--- config.mk ---
export PLATFORM = sky130hd
export DESIGN_NAME = reg_wb_queue
export DESIGN_NICKNAME = d
export VERILOG_FILES = /design/src/rtl/omega8_pkg.sv /design/src/rtl/reg_wb_queue_wb_fifo.sv /design/src/rtl/reg_wb_queue.sv
export SDC_FILE = /design/constraint.sdc
export NUM_CORES = 1
export LEC_CHECK = 0
export BUFFER_PORTS_ARGS = -buffer_cell sky130_fd_sc_hd__buf_4
export CAP_MARGIN = 0
export CELL_PAD_IN_SITES_DETAIL_PLACEMENT = 0
export CELL_PAD_IN_SITES_GLOBAL_PLACEMENT = 1
export CORE_UTILIZATION = 45
export DETAILED_ROUTE_END_ITERATION = 16
export GPL_TIMING_DRIVEN = 0
export PLACE_DENSITY_LB_ADDON = 0.1
export SYNTH_ARGS = -nofsm -noshare
export SYNTH_HDL_FRONTEND = slang
export SYNTH_SLANG_ARGS = --single-unit
--- constraint.sdc ---
create_clock -name i_clk -period 3.7 [get_ports i_clk]
set_clock_uncertainty 0.1 [all_clocks]
set_input_delay 0.74 -clock i_clk [delete_from_list [all_inputs] [get_ports i_clk]]
set_output_delay 0.74 -clock i_clk [all_outputs]
set_load 0.005 [all_outputs]
--- src/rtl/omega8_pkg.sv ---
// Shared register-file widths and the writeback entry type for the omega8 core.
package omega8_pkg;

  localparam int REG_ADDR_W = 3;
  localparam int REG_DATA_W = 8;

  typedef struct packed {
    logic [REG_ADDR_W-1:0] addr;
    logic [REG_DATA_W-1:0] data;
  } wb_entry_t;

endpackage

--- src/rtl/reg_wb_queue_wb_fifo.sv ---
// In-order writeback FIFO: two ordered pushes and one pop per cycle, with the raw
// storage and read pointer exposed so the owner can search pending entries.
module wb_fifo
  import omega8_pkg::*;
#(
  parameter int DEPTH = 4,
  localparam int PW = $clog2(DEPTH),
  localparam int CW = PW + 1
) (
  input  logic            clk_i,
  input  logic            rst_ni,
  input  logic            push0_i,
  input  wb_entry_t       push0_data_i,
  input  logic            push1_i,
  input  wb_entry_t       push1_data_i,
  input  logic            pop_i,
  output wb_entry_t       head_o,
  output logic [CW-1:0]   count_o,
  output logic [PW-1:0]   rd_ptr_o,
  output wb_entry_t       entries_o [DEPTH]
);

  logic [PW-1:0] wr_ptr_q, wr_ptr_d;
  logic [PW-1:0] rd_ptr_q, rd_ptr_d;
  logic [PW-1:0] slot1;
  logic [CW-1:0] count_q, count_d;
  wb_entry_t     mem_q [DEPTH];

  // A lone push1 takes the tail slot; when both push, push0 is the older entry.
  always_comb begin
    slot1    = push0_i ? wr_ptr_q + PW'(1) : wr_ptr_q;
    wr_ptr_d = wr_ptr_q + PW'(push0_i) + PW'(push1_i);
    rd_ptr_d = rd_ptr_q + PW'(pop_i);
    count_d  = count_q + CW'(push0_i) + CW'(push1_i) - CW'(pop_i);
  end

  always_ff @(posedge clk_i or negedge rst_ni) begin
    if (!rst_ni) begin
      wr_ptr_q <= '0;
      rd_ptr_q <= '0;
      count_q  <= '0;
      for (int i = 0; i < DEPTH; i++) begin
        mem_q[i] <= '0;
      end
    end else begin
      wr_ptr_q <= wr_ptr_d;
      rd_ptr_q <= rd_ptr_d;
      count_q  <= count_d;
      if (push0_i) begin
        mem_q[wr_ptr_q] <= push0_data_i;
      end
      if (push1_i) begin
        mem_q[slot1] <= push1_data_i;
      end
    end
  end

  assign head_o    = mem_q[rd_ptr_q];
  assign count_o   = count_q;
  assign rd_ptr_o  = rd_ptr_q;
  assign entries_o = mem_q;

endmodule

--- src/rtl/reg_wb_queue.sv ---
// Writeback queue in front of the 8x8 register file: merges ALU/load results, drains one
// per cycle unless decode holds, and forwards pending data. Option: REG_WB_R0_DISCARD_EN.
module reg_wb_queue
  import omega8_pkg::*;
#(
  parameter int DEPTH  = 4,
  parameter int ADDR_W = REG_ADDR_W,
  parameter int DATA_W = REG_DATA_W,
  localparam int CW = $clog2(DEPTH) + 1
) (
  input  logic              i_clk,
  input  logic              i_rst_n,
  input  logic              i_alu_valid,
  input  logic [ADDR_W-1:0] i_alu_addr,
  input  logic [DATA_W-1:0] i_alu_data,
  output logic              o_alu_ready,
  input  logic              i_ld_valid,
  input  logic [ADDR_W-1:0] i_ld_addr,
  input  logic [DATA_W-1:0] i_ld_data,
  output logic              o_ld_ready,
  input  logic              i_hold,
  output logic              o_write,
  output logic [ADDR_W-1:0] o_w_address,
  output logic [DATA_W-1:0] o_w_data,
  input  logic [ADDR_W-1:0] i_r_address1,
  input  logic [ADDR_W-1:0] i_r_address2,
  output logic              o_fwd_hit1,
  output logic              o_fwd_hit2,
  output logic [DATA_W-1:0] o_fwd_data1,
  output logic [DATA_W-1:0] o_fwd_data2,
  output logic [CW-1:0]     o_count,
  output logic              o_empty
);

  localparam int PW = $clog2(DEPTH);

  logic [CW-1:0]     count;
  logic [CW-1:0]     free;
  logic [PW-1:0]     rd_ptr;
  wb_entry_t         head;
  wb_entry_t         entries [DEPTH];
  wb_entry_t         alu_entry, ld_entry;
  logic              alu_keep, ld_keep;
  logic              push0, push1, pop;
  logic              write_q, write_d;
  logic [ADDR_W-1:0] waddr_q, waddr_d;
  logic [DATA_W-1:0] wdata_q, wdata_d;
  logic [ADDR_W-1:0] raddr [2];
  logic              hit   [2];
  logic [DATA_W-1:0] fdata [2];

  // Credit is taken from the pre-pop count, so a draining full queue stays not-ready.
  assign free        = CW'(DEPTH) - count;
  assign o_alu_ready = (free >= CW'(1));
  assign o_ld_ready  = (free >= CW'(2)) || ((free >= CW'(1)) && !i_alu_valid);

`ifdef REG_WB_R0_DISCARD_EN
  assign alu_keep = (i_alu_addr != '0);
  assign ld_keep  = (i_ld_addr != '0);
`else
  assign alu_keep = 1'b1;
  assign ld_keep  = 1'b1;
`endif

  assign alu_entry = '{addr: i_alu_addr, data: i_alu_data};
  assign ld_entry  = '{addr: i_ld_addr, data: i_ld_data};
  assign push0     = i_alu_valid && o_alu_ready && alu_keep;
  assign push1     = i_ld_valid && o_ld_ready && ld_keep;
  assign pop       = (count != '0) && !i_hold;

  wb_fifo #(.DEPTH(DEPTH)) u_fifo (
    .clk_i        (i_clk),
    .rst_ni       (i_rst_n),
    .push0_i      (push0),
    .push0_data_i (alu_entry),
    .push1_i      (push1),
    .push1_data_i (ld_entry),
    .pop_i        (pop),
    .head_o       (head),
    .count_o      (count),
    .rd_ptr_o     (rd_ptr),
    .entries_o    (entries)
  );

  always_comb begin
    write_d = pop;
    waddr_d = pop ? head.addr : waddr_q;
    wdata_d = pop ? head.data : wdata_q;
  end

  always_ff @(posedge i_clk or negedge i_rst_n) begin
    if (!i_rst_n) begin
      write_q <= 1'b0;
      waddr_q <= '0;
      wdata_q <= '0;
    end else begin
      write_q <= write_d;
      waddr_q <= waddr_d;
      wdata_q <= wdata_d;
    end
  end

  assign raddr[0] = i_r_address1;
  assign raddr[1] = i_r_address2;

  // Scan oldest to youngest so later matches overwrite; the output register is oldest of all.
  always_comb begin
    for (int p = 0; p < 2; p++) begin
      hit[p]   = 1'b0;
      fdata[p] = '0;
      if (write_q && (waddr_q == raddr[p])) begin
        hit[p]   = 1'b1;
        fdata[p] = wdata_q;
      end
      for (int i = 0; i < DEPTH; i++) begin
        if ((CW'(i) < count) && (entries[rd_ptr + PW'(i)].addr == raddr[p])) begin
          hit[p]   = 1'b1;
          fdata[p] = entries[rd_ptr + PW'(i)].data;
        end
      end
`ifdef REG_WB_R0_DISCARD_EN
      if (raddr[p] == '0) begin
        hit[p]   = 1'b0;
        fdata[p] = '0;
      end
`endif
    end
  end

  assign o_write     = write_q;
  assign o_w_address = waddr_q;
  assign o_w_data    = wdata_q;
  assign o_fwd_hit1  = hit[0];
  assign o_fwd_hit2  = hit[1];
  assign o_fwd_data1 = fdata[0];
  assign o_fwd_data2 = fdata[1];
  assign o_count     = count;
  assign o_empty     = (count == '0) && !write_q;

endmodule
Word level (Yosys, flattened, before mapping)
Index checks and enable logic that the tools add are counted.
Word-level totals
  register bits after elaboration: 63
  input bits: 33
  output and inout port bits: 36
Operators by class
  $add $sub $neg: 11
  order comparisons: 14
  equal/unequal tests: 10
  muxes and demuxes: 41
  bitwise gates (word level): 6
  reduce and logical (&&, ||, !) cells: 23
Operators with widths (number)
  2-to-1 mux 11 bit: 10
  binary-select mux 11 bit (select 2 bit): 4
  bitwise mux 44 bit: 2
  2-to-1 mux 44 bit: 2
  2-to-1 mux 8 bit: 10
  demux 11 bit (select 2 bit): 2
  equality test 3 bit: 10
  greater-or-equal comparator 3 bit, second input constant: 6
  NOT 2 -> 3 bit: 6
  logical AND 1 bit: 17
  2-to-1 mux 1 bit: 10
  adder 2 x 1 -> 2 bit: 3
  adder 3 x 1 -> 3 bit: 2
  less-than comparator 1 x 3 -> 1 bit, first input constant: 2
  less-than comparator 2 x 3 -> 1 bit, first input constant: 2
  less-than comparator 3 x 1 -> 1 bit, second input constant: 2
  adder 2 x 1 -> 2 bit, second input constant: 2
  adder 2 bit, second input constant: 2
  greater-or-equal comparator 3 x 1 -> 1 bit, second input constant: 1
  greater-or-equal comparator 3 x 2 -> 1 bit, second input constant: 1
  zero test 1 bit: 3
  zero test 3 bit: 1
  nonzero test 3 bit: 1
  subtractor 3 x 1 -> 3 bit: 1
  3 further kinds: 3

Logic depth before layout (Yosys ltp)
  depth after elaboration: 11
  gate-level depth with buffers: 11
  mapped depth without buffers: 11

Modules after synthesis
Synthesis repeated with hierarchy kept, for this count alone.
Second synthesis, totals
  cells, all modules: 581
  area, all modules: 6224.7 um^2
By module, submodules not included
  wb_fifo: times used 1, cells an instance 195, area each 3223.1 um^2
  reg_wb_queue: times used 1, cells an instance 386, area each 3001.6 um^2

Worst setup path after synthesis
No wires, ideal clock.
  kind: register -> output
  start point: register u_fifo.rd_ptr_q[0], in the netlist u_fifo.rd_ptr_o[0]
  end point: output port o_fwd_data2[7]
  data arrival time: 2.308 ns
  required time: 2.860 ns
  slack: 0.552 ns
  stages on the path, launching flop included: 10
  path buffers: 3
  path through: dfrtp_1 buf_6 mux4_2 xor2_1 or4_1 buf_2 buf_6 nor2_4 a21oi_2 a221oi_2
Between the ends
  longest elaborated chain between the ends: 10
RTL lines
  start, declared: RTL line reg_wb_queue_wb_fifo.sv:24  | logic [PW-1:0] rd_ptr_q, rd_ptr_d;
  start signal, assigned: RTL line reg_wb_queue_wb_fifo.sv:47  | rd_ptr_q <= rd_ptr_d;
  adder 2 x 1 -> 2 bit / NOT 2 -> 3 bit (equally long branches): RTL line reg_wb_queue.sv:116, reg_wb_queue.sv:118
  NOT 2 -> 3 bit (not written as such) / binary-select mux 11 bit (select 2 bit) (equally long branches): RTL line reg_wb_queue.sv:116, reg_wb_queue.sv:118
  binary-select mux 11 bit (select 2 bit) / 2-to-1 mux 11 bit (equally long branches): RTL line reg_wb_queue.sv:116, reg_wb_queue.sv:118
  2-to-1 mux 11 bit (not written as such): RTL line reg_wb_queue.sv:118  | fdata[p] = entries[rd_ptr + PW'(i)].data;
  2-to-1 mux 11 bit (not written as such) / equality test 3 bit (equally long branches): RTL line reg_wb_queue.sv:118, reg_wb_queue.sv:116
  equality test 3 bit / logical AND 1 bit (equally long branches): RTL line reg_wb_queue.sv:116  | if ((CW'(i) < count) && (entries[rd_ptr + PW'(i)].addr == raddr[p])) begin
  logical AND 1 bit / 2-to-1 mux 8 bit (equally long branches): RTL line reg_wb_queue.sv:116
  2-to-1 mux 8 bit (2 in series): RTL line reg_wb_queue.sv:116
  2-to-1 mux 8 bit (*): RTL line reg_wb_queue.sv:116
  end, declared: RTL line reg_wb_queue.sv:30  | output logic [DATA_W-1:0] o_fwd_data2,
Mark *: on every way between the ends. The rest lies on a longest branch, timed or not. The select of a mux whose other input is x is not followed.

Worst setup path after layout
  start point: register u_fifo.rd_ptr_q[0], in the netlist u_fifo.rd_ptr_o[0]
  end point: output port o_fwd_data1[1]
Between the ends
  longest elaborated chain between the ends: 10
RTL lines
  adder 2 x 1 -> 2 bit / NOT 2 -> 3 bit (equally long branches): RTL line reg_wb_queue.sv:116, reg_wb_queue.sv:118
  NOT 2 -> 3 bit (not written as such) / binary-select mux 11 bit (select 2 bit) (equally long branches): RTL line reg_wb_queue.sv:116, reg_wb_queue.sv:118
  binary-select mux 11 bit (select 2 bit) / 2-to-1 mux 11 bit (equally long branches): RTL line reg_wb_queue.sv:116, reg_wb_queue.sv:118
  2-to-1 mux 11 bit (not written as such): RTL line reg_wb_queue.sv:118
  2-to-1 mux 11 bit (not written as such) / equality test 3 bit (equally long branches): RTL line reg_wb_queue.sv:118, reg_wb_queue.sv:116
  equality test 3 bit / logical AND 1 bit (equally long branches): RTL line reg_wb_queue.sv:116
  logical AND 1 bit / 2-to-1 mux 8 bit (equally long branches): RTL line reg_wb_queue.sv:116
  2-to-1 mux 8 bit (2 in series): RTL line reg_wb_queue.sv:116
  2-to-1 mux 8 bit (*): RTL line reg_wb_queue.sv:116
  end, declared: RTL line reg_wb_queue.sv:29  | output logic [DATA_W-1:0] o_fwd_data1,
Marked as above.

==> results <==
- The sequential-to-total area share from yosys stat is 29.7%.
- For this run, the number of Yosys warnings is 0.
- From synthesis to final layout, the design area changed by 24.4%.
- The critical path required time is approximately 2.9 ns.
- The remaining antenna violation count after routing is 0.
- The main combinational cell family by area after synthesis is multiplexers.
- Entering global routing, the biggest net connects 64 pins.
- For this design the static power due to leakage is roughly 0.003 µW.
- CTS saw 63 sinks.
- For this run, the slowest stage of the critical path takes between 0.5 and 0.6 ns.
- The synthesized netlist devotes 3.96% of its cell area to adder and majority cells.
- The critical path startpoint is u_fifo.rd_ptr_o[0].
- The actual slew at the worst max-slew pin is just under 1 ns.
- The cell repeated most along the worst path is sky130_fd_sc_hd__buf_4.
- Dividing total power by cell area gives a power density of 1250 mW/mm².
- Of the total synthesized cell area, the portion taken by AND, OR, NAND and NOR gates is 14.4%.
- The total wirelength of the detailed-routed design is 15300 µm.
- The wire length of the first global-routing pass is 25400 µm.
- The number of buffers added by the clock tree synthesis step is 9.
- The reg-to-reg startpoint is u_fifo.count_o[0].
- In the final layout, the share of cells above drive strength 1 is between 20 and 30%.
- Across all setup checks in the final design, the least slack found is -0.0676 ns.
- Of all nets on the critical path, the largest fanout is 4.
- The via count of the first global-routing pass is 4642.
- The core outline area is around 0.011 mm².
- The worst reg-to-reg path cell count is 10.
- Multiplexer cells account for about a quarter of the synthesized area.
- The slowest stage of the critical path belongs to the cell sky130_fd_sc_hd__mux4_2.
- Across all layers, the routed design uses approximately 4600 vias.
- The finished layout holds 809 standard cells, fillers aside.
- In this run the clock root is driven by a sky130_fd_sc_hd__clkbuf_16.
- The parity-gate share of the synthesized area counting xor and xnor cells is 5.78%.
- The worst setup path is launched from a register.
- For this run, design rule violations remaining after detail routing come to 0.
- The clock insertion delay at the later pin of the skew report is about 0.34 ns.
- The gate count of the mapped netlist is 573.
- Global routing used between 20% and 30% of the available tracks across all layers.
- Internal power comes to between 4000 and 5000 µW.
- The run finished, with violations left.
- After clock tree synthesis, the flow added hold-fix buffers numbering 0.
- The endpoint type of the worst setup path is a primary output.
- Of all flip-flops after synthesis, the portion carrying an async set or reset was between 90% and 100%.
- The worst pin sits at a relative slew slack of between 30% and 40%.
- After clock tree synthesis, the clock-pin slew on the worst setup and hold paths is 0.06 ns.
- The final reports fail on setup timing.
- The floorplan die height is ~110 µm.
- The clock period minus final worst setup slack is 3.77 ns.
- The critical setup path kind is reg2out.
- Counting every net in the synthesized netlist gives about 620.
- The hold slack is 0.381 ns.
- The maximum vdd drop is between 600 and 700 µV.
- The detailed-route wire length per cell is between 15 and 20 µm.
- The final number of hold-violating endpoints was 0.
- The first TritonRoute pass finished after 5 iterations.
- The H-tree was split into 3 levels.
- For this design the top-level I/O count stands at slightly below 70.
- The starting utilization of the core area is a little under half.
- The site row count is 39.
- STA puts the critical path data arrival time at 2.93 ns.
- The number of buffer and inverter instances along the worst setup path is 5.
- The post-synthesis sequential element count is 63.
- Timing would allow up to 0.265 GHz.
- The detailed-placement wirelength estimate is between 10000 and 15000 µm.
- The post-place setup slack is -0.00626 ns.
- After detailed placement, the design holds a cell count of 778.
- The count of input and output buffers is 62.
- The portion of total power attributed to the clock network is about 11%.
- The share of power burned in registers is approximately 18%.
- 0 antenna diodes ended up in the layout.
- The worst register-to-register path ends at u_fifo.entries_o[9].
- The number of nets in the finished design is slightly above 700.
- The total overflow left after global routing is 0.
- For this block, the initial DRC count from the detailed router was 253.
- Setup repair after global routing could not meet its margin everywhere.
- Yosys mapped a number of flops with a built-in enable equal to 0.
- The initial antenna violation count is 0.
- In the routed layout, each cell is associated on average with a via count of approximately 5.7.
- From left edge to right edge, the die measures 111 µm.
- Summed over all nets, the switching power comes to 3690 µW.
- The congestion estimate from routability-driven global placement came to about 0.8.
- In this run, the combinational gates consume a little over two thirds of the power.
- The floorplan step defined a die boundary enclosing approximately 0.012 mm².
- The final max-slew violation count is 0.
- In the synthesized netlist the dominant register cell turns out to be sky130_fd_sc_hd__dfrtp_1.
- The worst reg-to-reg setup slack is roughly 0.44 ns.
- The family with the most delay on the worst path is buffers and inverters.
- Summed over all failing endpoints, the final setup total negative slack is -0.421 ns.
- The max-cap check violation count is 0.
- The classification of the worst-slack hold path is in2async.
- The post-synthesis compound-gate area fraction is between 15 and 20%.
- A synthesized cell averages roughly 9.3 µm².
- The fraction of power spent switching nets is roughly 45%.
- The final clock period utilization by the worst path is 102%.
- The final count of negative-setup-slack endpoints is 13.
- The mapped cell area is about 0.0053 mm².
- The number of different library cells in the post-synthesis netlist is 47.
- The clock passes through at most 2 buffers.
- Walking the worst path, the cells encountered are buf_6 > buf_4 > buf_4 > mux4_2 > xnor2_1 > nand4_1 > buf_4 > nor2_1 > a31oi_1 > a221oi_2 > buf_4.
- TritonCTS built the clock tree.
==> Yosys cell counts, types with 4 or more instances <==
cell | instances | area, µm²
sky130_fd_sc_hd__a21oi_1 | 40 | 200
sky130_fd_sc_hd__mux2i_1 | 67 | 671
sky130_fd_sc_hd__o21ai_0 | 48 | 240
sky130_fd_sc_hd__inv_1 | 15 | 56.3
sky130_fd_sc_hd__and3_1 | 8 | 50.1
sky130_fd_sc_hd__nor3_1 | 7 | 35.0
sky130_fd_sc_hd__nand2b_1 | 7 | 43.8
sky130_fd_sc_hd__dfrtp_1 | 63 | 1580
sky130_fd_sc_hd__nand4_1 | 4 | 25.0
sky130_fd_sc_hd__nand2_1 | 63 | 236
sky130_fd_sc_hd__clkbuf_1 | 23 | 86.3
sky130_fd_sc_hd__xnor2_1 | 26 | 228
sky130_fd_sc_hd__a31oi_1 | 7 | 43.8
sky130_fd_sc_hd__o21ai_2 | 14 | 123
sky130_fd_sc_hd__a221oi_2 | 14 | 210
sky130_fd_sc_hd__mux2_2 | 13 | 146
sky130_fd_sc_hd__buf_2 | 15 | 75.1
sky130_fd_sc_hd__nor2_1 | 41 | 154
sky130_fd_sc_hd__a211oi_1 | 7 | 52.6
sky130_fd_sc_hd__mux4_2 | 15 | 338
sky130_fd_sc_hd__nand3_1 | 14 | 70.1
sky130_fd_sc_hd__nor2b_1 | 8 | 50.1
sky130_fd_sc_hd__xor2_1 | 9 | 78.8
sky130_fd_sc_hd__ha_1 | 12 | 150
==> logic make-up (layout without fill, tap and decap cells) <==
kind of cell,Yosys count,after routing
mux,98,98
simple gates,162,162
compound gates,138,138
fa+ha+maj,15,15
xor+xnor,35,35
buf+inv,62,155
flops,63,63
==> final cells by class <==
cell class | count | area [µm²]
fill | 1025 | 4870
buffer | 43 | 259
timing repair buffer | 80 | 664
sequential | 63 | 1580
clock buffer | 10 | 239
inverter | 17 | 63.8
multi-input combinational | 448 | 3540
clock inverter | 5 | 82.6
tap | 143 | 179
==> sequential cells by signal, indices dropped and copies added, names as in the netlist <==
signal and flops:
o_w_address 3, u_fifo.count_o 3, o_write 1, o_w_data 8
u_fifo.rd_ptr_o 2, u_fifo.wr_ptr_q 2, u_fifo.entries_o 44
==> power by group through the flow <==
| stage | Sequential, µW | Combinational (µW) | Clock (µW) |
|---|---|---|---|
| after floorplan | 1340 | 3670 | 0 |
| after global placement | 1440 | 5120 | 0 |
| after detailed placement | 1480 | 5240 | 0 |
| after CTS | 1470 | 5610 | 958 |
| after global routing | 1550 | 6380 | 987 |
| final | 1490 | 5840 | 946 |
==> routing by layer <==
metal  routed length, µm  up-vias  share of wire, %  track usage, %
li1                    -     2237                 -               -
met1                7220     2242                47            37.8
met2                7250      135                47            41.5
met3                 668       13               4.4            3.18
met4                 170        0               1.1            8.09
met5                   0        -                 0               0
==> layout by cell type (no fill, tap or decap), types with 17 or more instances in the layout <==
cell type,instances
sky130_fd_sc_hd__o21ai_0,48
sky130_fd_sc_hd__buf_4,78
sky130_fd_sc_hd__nor2_1,39
sky130_fd_sc_hd__clkbuf_1,21
sky130_fd_sc_hd__mux4_2,17
sky130_fd_sc_hd__mux2i_1,65
sky130_fd_sc_hd__xnor2_1,24
sky130_fd_sc_hd__dfrtp_1,63
sky130_fd_sc_hd__nand2_1,63
sky130_fd_sc_hd__a21oi_1,36
==> stage by stage <==
step	cell area [µm²]	total power [µW]	utilization, %
3_3_place_gp	5950	6560	51.9
3_5_place_dp	5950	6710	51.9
2_1_floorplan	5300	5000	-
5_1_grt	6600	8910	57.6
4_1_cts	6480	8040	56.5
6_report	6600	8270	57.6
==> how the worst max path moves through the flow <==
stage / cells past startpoint / slack, ns / to
after detailed placement: 9 / -0.006 / o_fwd_data2[2]
after global placement: 9 / 0.04 / o_fwd_data2[1]
after global routing: 11 / -0.16 / o_fwd_data1[1]
after CTS: 10 / -0.08 / o_fwd_data2[2]
after floorplan: 9 / 0.55 / o_fwd_data2[7]
final: 11 / -0.07 / o_fwd_data1[1]
==> repair_timing <==
item                                    in CTS  in global routing
pin swaps                                   16                  9
gates resized for setup                     23                 21
buffers inserted                            12                  3
endpoints found under the setup margin      16                 16
cloned                                       2                  1
Power figures use the tool's default switching activity.
